--- src/rtl/bus_op_pkg.sv ---
// rtl/bus_op_pkg.sv - operation encodings and the per-word op/accumulate function
package bus_op_pkg;

    // Widest data bus the shared op function supports; callers zero-extend into it.
    localparam int unsigned MAX_W = 64;

    typedef enum logic [1:0] {
        OP_PASS = 2'b00,
        OP_INV  = 2'b01,
        OP_ACC  = 2'b10,
        OP_ROTL = 2'b11
    } op_e;

    typedef struct packed {
        logic [MAX_W-1:0] result;
        logic [MAX_W-1:0] acc_next;
    } op_res_t;

    // Computes the stored word and the accumulator value that an accepted word
    // would produce. The clear is applied before the add, so a clear arriving
    // with an ACC word starts the sum from zero. For non-ACC words acc_next is
    // the accumulator after any clear.
    function automatic op_res_t apply_op(
        input op_e              op,
        input logic [MAX_W-1:0] data,
        input logic [MAX_W-1:0] acc,
        input logic             clr,
        input int unsigned      width
    );
        logic [MAX_W-1:0] mask;
        logic [MAX_W-1:0] d;
        logic [MAX_W-1:0] base;
        logic [MAX_W-1:0] sum;
        op_res_t          r;

        mask = (width >= MAX_W) ? '1 : ((MAX_W'(1) << width) - MAX_W'(1));
        d    = data & mask;
        base = clr ? '0 : (acc & mask);
        // Carry out of the top bit is dropped by the mask.
        sum  = (base + d) & mask;

        r.result   = d;
        r.acc_next = base;
        case (op)
            OP_INV:  r.result = ~d & mask;
            OP_ACC: begin
                r.result   = sum;
                r.acc_next = sum;
            end
            // MSB wraps around to bit 0.
            OP_ROTL: r.result = ((d << 1) | (d >> (width - 1))) & mask;
            default: r.result = d;
        endcase
        return r;
    endfunction

endpackage

--- src/rtl/bus_op_fifo_if.sv ---
// rtl/bus_op_fifo_if.sv - producer/consumer handshake bundle for bus_op_fifo
// Ports (master = producer+consumer side, slave = bus_op_fifo):
//   in_valid/in_ready/in_op/in_data  producer word and operation
//   acc_clr                          accumulator clear request
//   out_valid/out_ready/out_data     FIFO head towards the consumer
//   count                            FIFO occupancy
interface bus_op_fifo_if #(
    parameter int WIDTH = 8,
    parameter int DEPTH = 4
);
    localparam int CW = $clog2(DEPTH + 1);

    logic             in_valid;
    logic             in_ready;
    logic [1:0]       in_op;
    logic [WIDTH-1:0] in_data;
    logic             acc_clr;
    logic             out_valid;
    logic             out_ready;
    logic [WIDTH-1:0] out_data;
    logic [CW-1:0]    count;

    modport master (
        output in_valid, in_op, in_data, acc_clr, out_ready,
        input  in_ready, out_valid, out_data, count
    );

    modport slave (
        input  in_valid, in_op, in_data, acc_clr, out_ready,
        output in_ready, out_valid, out_data, count
    );

endinterface

--- src/rtl/sync_fifo.sv ---
// rtl/sync_fifo.sv - single-clock FIFO with registered head and occupancy count
// Ports:
//   clk, rst        clock, synchronous active-high reset
//   wr_en, wr_data  write request and word (ignored while full)
//   rd_en           pop request (ignored while empty)
//   rd_data         current head entry
//   count           occupancy, 0..DEPTH
//   full, empty     occupancy flags
module sync_fifo #(
    parameter int WIDTH = 8,
    parameter int DEPTH = 4
) (
    input  logic                         clk,
    input  logic                         rst,
    input  logic                         wr_en,
    input  logic [WIDTH-1:0]             wr_data,
    input  logic                         rd_en,
    output logic [WIDTH-1:0]             rd_data,
    output logic [$clog2(DEPTH+1)-1:0]   count,
    output logic                         full,
    output logic                         empty
);
    localparam int PW = $clog2(DEPTH);
    localparam int CW = $clog2(DEPTH + 1);

    logic [WIDTH-1:0] mem_q [DEPTH];
    logic [WIDTH-1:0] mem_d [DEPTH];
    logic [PW-1:0]    wr_ptr_q, wr_ptr_d;
    logic [PW-1:0]    rd_ptr_q, rd_ptr_d;
    logic [CW-1:0]    count_q, count_d;
    logic             do_wr;
    logic             do_rd;

    assign full    = (count_q == CW'(DEPTH));
    assign empty   = (count_q == '0);
    assign count   = count_q;
    assign rd_data = mem_q[rd_ptr_q];

    assign do_wr = wr_en && !full;
    assign do_rd = rd_en && !empty;

    always_comb begin
        mem_d    = mem_q;
        wr_ptr_d = wr_ptr_q;
        rd_ptr_d = rd_ptr_q;
        count_d  = count_q;

        if (do_wr) begin
            mem_d[wr_ptr_q] = wr_data;
            // DEPTH is a power of two, so the pointer wraps naturally.
            wr_ptr_d = wr_ptr_q + PW'(1);
        end
        if (do_rd) begin
            rd_ptr_d = rd_ptr_q + PW'(1);
        end

        case ({do_wr, do_rd})
            2'b10:   count_d = count_q + CW'(1);
            2'b01:   count_d = count_q - CW'(1);
            default: count_d = count_q;
        endcase
    end

    always_ff @(posedge clk) begin
        if (rst) begin
            for (int i = 0; i < DEPTH; i++) begin
                mem_q[i] <= '0;
            end
            wr_ptr_q <= '0;
            rd_ptr_q <= '0;
            count_q  <= '0;
        end else begin
            mem_q    <= mem_d;
            wr_ptr_q <= wr_ptr_d;
            rd_ptr_q <= rd_ptr_d;
            count_q  <= count_d;
        end
    end

endmodule

--- src/rtl/bus_op_fifo.sv ---
// rtl/bus_op_fifo.sv - per-word bus operation (pass/invert/accumulate/rotate) into a FIFO
// Ports:
//   clk, rst  clock, synchronous active-high reset
//   bus       slave side of bus_op_fifo_if (input word/op, acc_clr, FIFO head, count)
module bus_op_fifo #(
    parameter int WIDTH = 8,
    parameter int DEPTH = 4
) (
    input  logic           clk,
    input  logic           rst,
    bus_op_fifo_if.slave   bus
);
    import bus_op_pkg::*;

    logic [WIDTH-1:0] acc_q, acc_d;
    op_res_t          res;
    logic             unused_res;
    logic             push;
    logic             pop;
    logic             full;
    logic             empty;

    always_comb begin
        res = apply_op(op_e'(bus.in_op), MAX_W'(bus.in_data), MAX_W'(acc_q),
                       bus.acc_clr, WIDTH);
    end

    // Only the low WIDTH bits of the function result are meaningful.
    assign unused_res = ^res;

    // Ready is held low during reset so nothing can be accepted on the reset edge.
    assign bus.in_ready  = !full && !rst;
    assign bus.out_valid = !empty;

    assign push = bus.in_valid && bus.in_ready;
    assign pop  = bus.out_valid && bus.out_ready;

    // A held word (in_valid without ready) must not touch the accumulator,
    // so the ACC update is gated by the actual push.
    always_comb begin
        acc_d = acc_q;
        if (bus.acc_clr) begin
            acc_d = '0;
        end
        if (push && (bus.in_op == OP_ACC)) begin
            acc_d = res.acc_next[WIDTH-1:0];
        end
    end

    always_ff @(posedge clk) begin
        if (rst) begin
            acc_q <= '0;
        end else begin
            acc_q <= acc_d;
        end
    end

    sync_fifo #(
        .WIDTH (WIDTH),
        .DEPTH (DEPTH)
    ) u_fifo (
        .clk     (clk),
        .rst     (rst),
        .wr_en   (push),
        .wr_data (res.result[WIDTH-1:0]),
        .rd_en   (pop),
        .rd_data (bus.out_data),
        .count   (bus.count),
        .full    (full),
        .empty   (empty)
    );

endmodule

--- src/flat_wrapper.sv ---
// flat-port wrapper written by rule: the top's interface ports become plain ports
module bus_op_fifo_flat import bus_op_pkg::*;
#(
    parameter int WIDTH = 8,
    parameter int DEPTH = 4
)
  (clk, rst, bus_in_valid, bus_in_op, bus_in_data, bus_acc_clr, bus_out_ready, bus_in_ready, bus_out_valid, bus_out_data, bus_count);
  bus_op_fifo_if #(.WIDTH(WIDTH), .DEPTH(DEPTH)) bus_i ();
  input  logic clk;
  input  logic rst;
  input wire logic [$bits(bus_i.in_valid)-1:0] bus_in_valid;
  input wire logic [$bits(bus_i.in_op)-1:0] bus_in_op;
  input wire logic [$bits(bus_i.in_data)-1:0] bus_in_data;
  input wire logic [$bits(bus_i.acc_clr)-1:0] bus_acc_clr;
  input wire logic [$bits(bus_i.out_ready)-1:0] bus_out_ready;
  output wire logic [$bits(bus_i.in_ready)-1:0] bus_in_ready;
  output wire logic [$bits(bus_i.out_valid)-1:0] bus_out_valid;
  output wire logic [$bits(bus_i.out_data)-1:0] bus_out_data;
  output wire logic [$bits(bus_i.count)-1:0] bus_count;
  assign bus_i.in_valid = bus_in_valid;
  assign bus_i.in_op = bus_in_op;
  assign bus_i.in_data = bus_in_data;
  assign bus_i.acc_clr = bus_acc_clr;
  assign bus_i.out_ready = bus_out_ready;
  assign bus_in_ready = bus_i.in_ready;
  assign bus_out_valid = bus_i.out_valid;
  assign bus_out_data = bus_i.out_data;
  assign bus_count = bus_i.count;
  bus_op_fifo #(.WIDTH(WIDTH), .DEPTH(DEPTH)) u_core (.clk(clk), .rst(rst), .bus(bus_i));
endmodule
--- config.mk ---
export PLATFORM = sky130hd
export DESIGN_NAME = bus_op_fifo_flat
export DESIGN_NICKNAME = d
export VERILOG_FILES = /design/src/rtl/bus_op_pkg.sv /design/src/rtl/bus_op_fifo_if.sv /design/src/rtl/sync_fifo.sv /design/src/rtl/bus_op_fifo.sv /design/src/flat_wrapper.sv
export SDC_FILE = /design/constraint.sdc
export NUM_CORES = 1
export LEC_CHECK = 0
export CAP_MARGIN = 25
export CORE_AREA = 2 2 88 90
export DETAILED_ROUTE_END_ITERATION = 8
export DIE_AREA = 0 0 90 92
export SLEW_MARGIN = 15
export SYNTH_ARGS = -nofsm -noshare
export SYNTH_HDL_FRONTEND = slang
export SYNTH_HIERARCHICAL = 1
export SYNTH_SLANG_ARGS = --single-unit
--- constraint.sdc ---
create_clock -name clk -period 3.6 [get_ports clk]
set_clock_uncertainty 0.05 [all_clocks]
set_input_delay 0.9 -clock clk [delete_from_list [all_inputs] [get_ports clk]]
set_output_delay 0.9 -clock clk [all_outputs]
set_load 0.01 [all_outputs]
Word-level counts from Yosys, hierarchy flattened --
Index checks and enable logic that the tools add are counted.
Operators by class: add/subtract/negate cells 5, order comparisons 3, eq/ne operators 6, mux-type cells 12, bitwise operators 4, reduce and logical (&&, ||, !) cells 13
Operators by type and width (count):
- 2-to-1 mux 8 bit | 7
- bitwise mux 32 bit | 1
- case mux 8 bit (3 select lines) | 1
- binary-select mux 8 bit (select 2 bit) | 1
- demux 8 bit (select 2 bit) | 1
- adder 8 bit | 1
- NOT 8 bit | 1
- OR 8 x 1 -> 8 bit | 1
- logical AND 1 bit | 7
- == test 2 bit, second input constant | 3
- greater-or-equal comparator 3 bit, second input constant | 2
- NOT 2 -> 3 bit | 2
- case mux 3 bit (2 select lines) | 1
- adder 2 x 1 -> 2 bit, second input constant | 2
- == test 2 x 1 -> 1 bit, second input constant | 2
- nonzero test 2 bit | 2
- adder 3 x 1 -> 3 bit, second input constant | 1
- == test 3 bit, second input constant | 1
- zero test 1 bit | 3
- zero test 3 bit | 1
- < comparator 3 x 1 -> 1 bit, second input constant | 1
- subtractor 3 x 1 -> 3 bit, second input constant | 1
Word-level totals: flip-flop bits (word level) 47, input bits 15, output and inout bits 13, word-level logic and storage cells 51

Logic depth before layout (Yosys ltp) --
depth in word-level cells 7, depth in mapped cells 15, depth with buffers taken out 13

By module --
Netlist, hierarchy kept.
By module, submodules not included:
- sync_fifo | times used 1, cells each 173, area an instance 1903.1 µm²
- bus_op_fifo | times used 1, cells each 132, area an instance 969.7 µm²

Worst setup path after synthesis --
Ideal clock, no wire load.
path kind input -> register, start point in rst, end point reg u_core.u_fifo.count_q[2], in the netlist u_core/u_fifo/count[2], arrival time 2.948 ns, required time 3.480 ns, slack 0.532 ns, stages 13, path through clkbuf_1 -> nor2_1 -> nand2_1 -> inv_1 -> clkbuf_1 -> and2_4 -> inv_1 -> ha_1 -> inv_1 -> fa_1 -> xor2_1 -> or3_1 -> a21oi_1
Between the ends: longest elaborated chain between the ends 6, elaborated cells between the ends (all ways) 8, those cells by class eq/ne (2); mux (1); reduce/logical (5)
RTL lines:
- start, declared | line flat_wrapper.sv:10 | input logic rst;
- zero test 1 bit (*) | line bus_op_fifo.sv:32 | assign bus.in_ready = !full && !rst;
- logical AND 1 bit (*) | line bus_op_fifo.sv:32
- net bus_in_ready | line flat_wrapper.sv:16 | output wire logic [$bits(bus_i.in_ready)-1:0] bus_in_ready;
- logical AND 1 bit (*) | line bus_op_fifo.sv:35 | assign push = bus.in_valid && bus.in_ready;
- net u_core.push | line bus_op_fifo.sv:18 | logic push;
- logical AND 1 bit (*) | line sync_fifo.sv:39 | assign do_wr = wr_en && !full;
- == test 2 x 1 -> 1 bit / == test 2 bit (equally long branches) | line sync_fifo.sv:57 | case ({do_wr, do_rd})
- case mux 3 bit (2 select lines) / nonzero test 2 bit (equally long branches)
- end signal, assigned | line sync_fifo.sv:76 | count_q <= count_d;
- end, declared | line sync_fifo.sv:30 | logic [CW-1:0] count_q, count_d;
Mark *: on every way through the listed nets, which the timed path passes. The rest lies on a longest branch. A chain may end at the register's enable or synchronous reset.

==> results.toml <==
[setup_path]
cp_max_fo = 7
critPathLaunchType = "primary input"
cp.required_ps = 3780
critPathKind = "primary input to register"
endpoint_kind = "register"
cp.arrival_ps = 3510

[sta]
period_share = 0.926
fin_tns_setup_ps = 0
maxSlewViolCount = 0
fin_crit_ps = 3330
max_freq_ghz = 0.300
worst_pin_slew_ps = 595
setup-violations-final = 0
grt_setup_unrepaired = "no"
finalHoldViolCount = 0
relSlewSlack = 0.603

[global_routing]
antenna_found_initial = 0
grt_pass1_wl_um = 9940
grt_pass1_vias = 2076
track_usage = 0.147
grt_max_degree = 57
overflow = 0

[finish]
syn_to_final_growth_pct = 18.2
final_cell_area_sq_um = 3390
seq_area_sq_um = 941
num_antenna_cells = 0
num-nets-final = 362
multi_input_area_sq_um = 1790
n_fill_cell = 757
drive_above_1_share = 0.119

[placement]
placed_area_sq_um = 3280
gp_congestion = 0.765
dp_hpwl_um = 4290
place.port_buffers = 27

[synthesis]
synthAdderAreaFrac = 0.0653
synth_edf_count = 0
yosysUniqueCellTypes = 48
synth.top_cell.area_share = 0.328
ys_warn_count = 6
syn_area_sq_um = 2870
synthSimpleGateAreaFrac = 0.223
synth_cells = 305
yosys.area_share.xor_xnor = 0.0518
seq_area_frac_synth = 0.328
synth_top_family_by_area = "simple AND/OR/NAND/NOR gates"
synth-seq-cells = 47
ys.flop_type = "dfxtp_1"
synth.avg_cell_area_sq_um = 9.42
ys_async_sr_fraction = 0
synthMuxAreaShare = 0.190
synth_compound_area_frac = 0.0919
yosysTopAreaCell = "dfxtp_1"
syn-num-nets = 332
yosys-top-cells-area = "dfxtp_1 (33%), mux2i_1 (12%), nand2b_1 (9.6%)"

[detailed_routing]
vias = 2134
wire_per_inst_um = 13.5
vias_per_cell = 4.87
drt_wl_total_um = 5920
drtPass1Iterations = 4
antenna_left = 0
drt_iter0_markers = 100
drc = 0

[die]
die-area_sq_um = 8280
io_pins = 28
die_w_um = 90
initial_utilization = 0.386
fp.coreArea_sq_um = 7450
rows = 32
dieHeight_um = 92

[pwr]
irDropWorstVdd_uv = 150
p_leak_nw = 1.44
power.density_nw_per_um2 = 337

[clocking]
cts_tree = "built"
clock_latency_ps = 300
cts_max_level = 2
path_clk_slew_ps = 90
cts_root_buf = "clkbuf_8"
cts_sinks = 47
cts_buffers = 5
cts_resized = 0
cts_setup_buffers = 0
cts_buffer_depth = 2
ctsHoldBuffers = 0

[job]
maxCapViolCount = 0

[run_status]
status = "complete, no violations"

[min_path]
min_path_type = "register to register"
==> Yosys cell counts (3+ instances only) <==
library cell  number
nand2b_1          44
ha_1              10
o21ai_0           15
xnor2_1            6
dfxtp_1           47
mux2i_1           35
nand3_1            3
buf_2              3
nand3_2            3
nor2_1            19
and2b_1            5
nor2b_1            3
or3_1              3
nand2_1           12
clkbuf_1          11
xor2_1            11
buf_6              3
a21oi_1           13
mux4_2             8
inv_1             15
==> final timing paths <==
path / start / cells past startpoint / endpoint / slack [ps]
max reg2reg: u_core/u_fifo/count[2] / 13 / u_core/u_fifo/count[2] / 820
min reg2reg: u_core/u_fifo/mem_q[19] / 2 / u_core/u_fifo/mem_q[19] / 430
max: bus_acc_clr / 12 / u_core/u_fifo/mem_q[15] / 270
min: u_core/u_fifo/mem_q[19] / 2 / u_core/u_fifo/mem_q[19] / 430
==> through the flow <==
step | utilization | setup WS (ps) | instances | hold slack, ps | power (mW)
3_3_place_gp | 0.440 | 41.7 | 430 | 409 | 0.755
3_5_place_dp | 0.440 | -61.4 | 430 | 413 | 0.758
6_report | 0.456 | 266 | 438 | 425 | 1.15
5_1_grt | 0.456 | 42.6 | 438 | 444 | 1.20
2_1_floorplan | - | 532 | 305 | 395 | 0.681
4_1_cts | 0.456 | 259 | 438 | 432 | 1.16
==> layout by cell type (no fill, tap or decap), types with 2 or more instances in the layout <==
| cell | netlist | layout |
|---|---|---|
| o21ai_1 | 2 | 2 |
| maj3_2 | 2 | 2 |
| a211oi_1 | 2 | 2 |
| nand2_1 | 12 | 12 |
| or3_1 | 3 | 3 |
| o21ai_0 | 15 | 15 |
| ha_1 | 10 | 10 |
| buf_4 | 0 | 13 |
| nand2b_1 | 44 | 44 |
| xor2_1 | 11 | 11 |
| a21oi_1 | 13 | 13 |
| nor2b_1 | 3 | 3 |
| mux2i_1 | 35 | 35 |
| dfxtp_1 | 47 | 47 |
| nor2_1 | 19 | 19 |
| nand3_1 | 3 | 3 |
| a21o_1 | 2 | 2 |
| clkdlybuf4s50_1 | 0 | 27 |
| and3_1 | 2 | 2 |
| mux4_2 | 8 | 8 |
| inv_1 | 15 | 15 |
| nor3_1 | 2 | 2 |
| o31ai_1 | 2 | 2 |
| nand3_2 | 3 | 3 |
| fa_1 | 2 | 2 |
| and2b_1 | 5 | 5 |
| xnor2_1 | 6 | 6 |
| clkbuf_8 | 0 | 5 |
==> final cells by class <==
class | count | share of cell area
Tap cell | 102 | 0.0376
Timing Repair Buffer | 40 | 0.108
Sequential cell | 47 | 0.277
Clock buffer | 5 | 0.0203
Multi-Input combinational cell | 226 | 0.526
Inverter | 15 | 0.0166
Clock inverter | 3 | 0.0140
==> kinds of logic after synthesis <==
logic type	count (synthesis)
and+or+nand+nor	108
muxes	44
xor gates and xnor gates	17
DFF	47
adders and majority gates	14
buffers and inverters	32
AOI/OAI and AO/OA	43
==> registers in the layout, indices dropped and copies added (netlist names) <==
name	count
u_core/u_fifo/wr_ptr_q	2
u_core/acc_q	8
u_core/u_fifo/rd_ptr_q	2
u_core/u_fifo/count	3
u_core/u_fifo/mem_q	32
==> layer usage <==
layer,part of all wire,track usage,up-vias
li1,-,-,1104
met1,0.49,0.196,996
met2,0.47,0.250,29
met3,0.030,0.0238,5
met4,0.0076,0.0385,0
met5,0,0,-
==> where the power goes <==
group | leakage [nW] | internal, mW | switching (mW) | total [mW]
clock network | 0.0587 | 0.211 | 0.190 | 0.400
logic | 1.00 | 0.100 | 0.0983 | 0.198
registers | 0.380 | 0.535 | 0.0116 | 0.547
total | 1.44 | 0.846 | 0.299 | 1.15
==> critical path, stage by stage <==
cell             delay, ps
clkdlybuf4s50_1        510
buf_4                  160
and2b_1                190
ha_1                   300
nand4bb_1              100
o21ai_0                180
a2111oi_2              380
and3b_1                240
xor2_1                 150
o21ai_1                130
nand2b_1               130
mux2i_1                150
(Power assumes the default switching activity.)
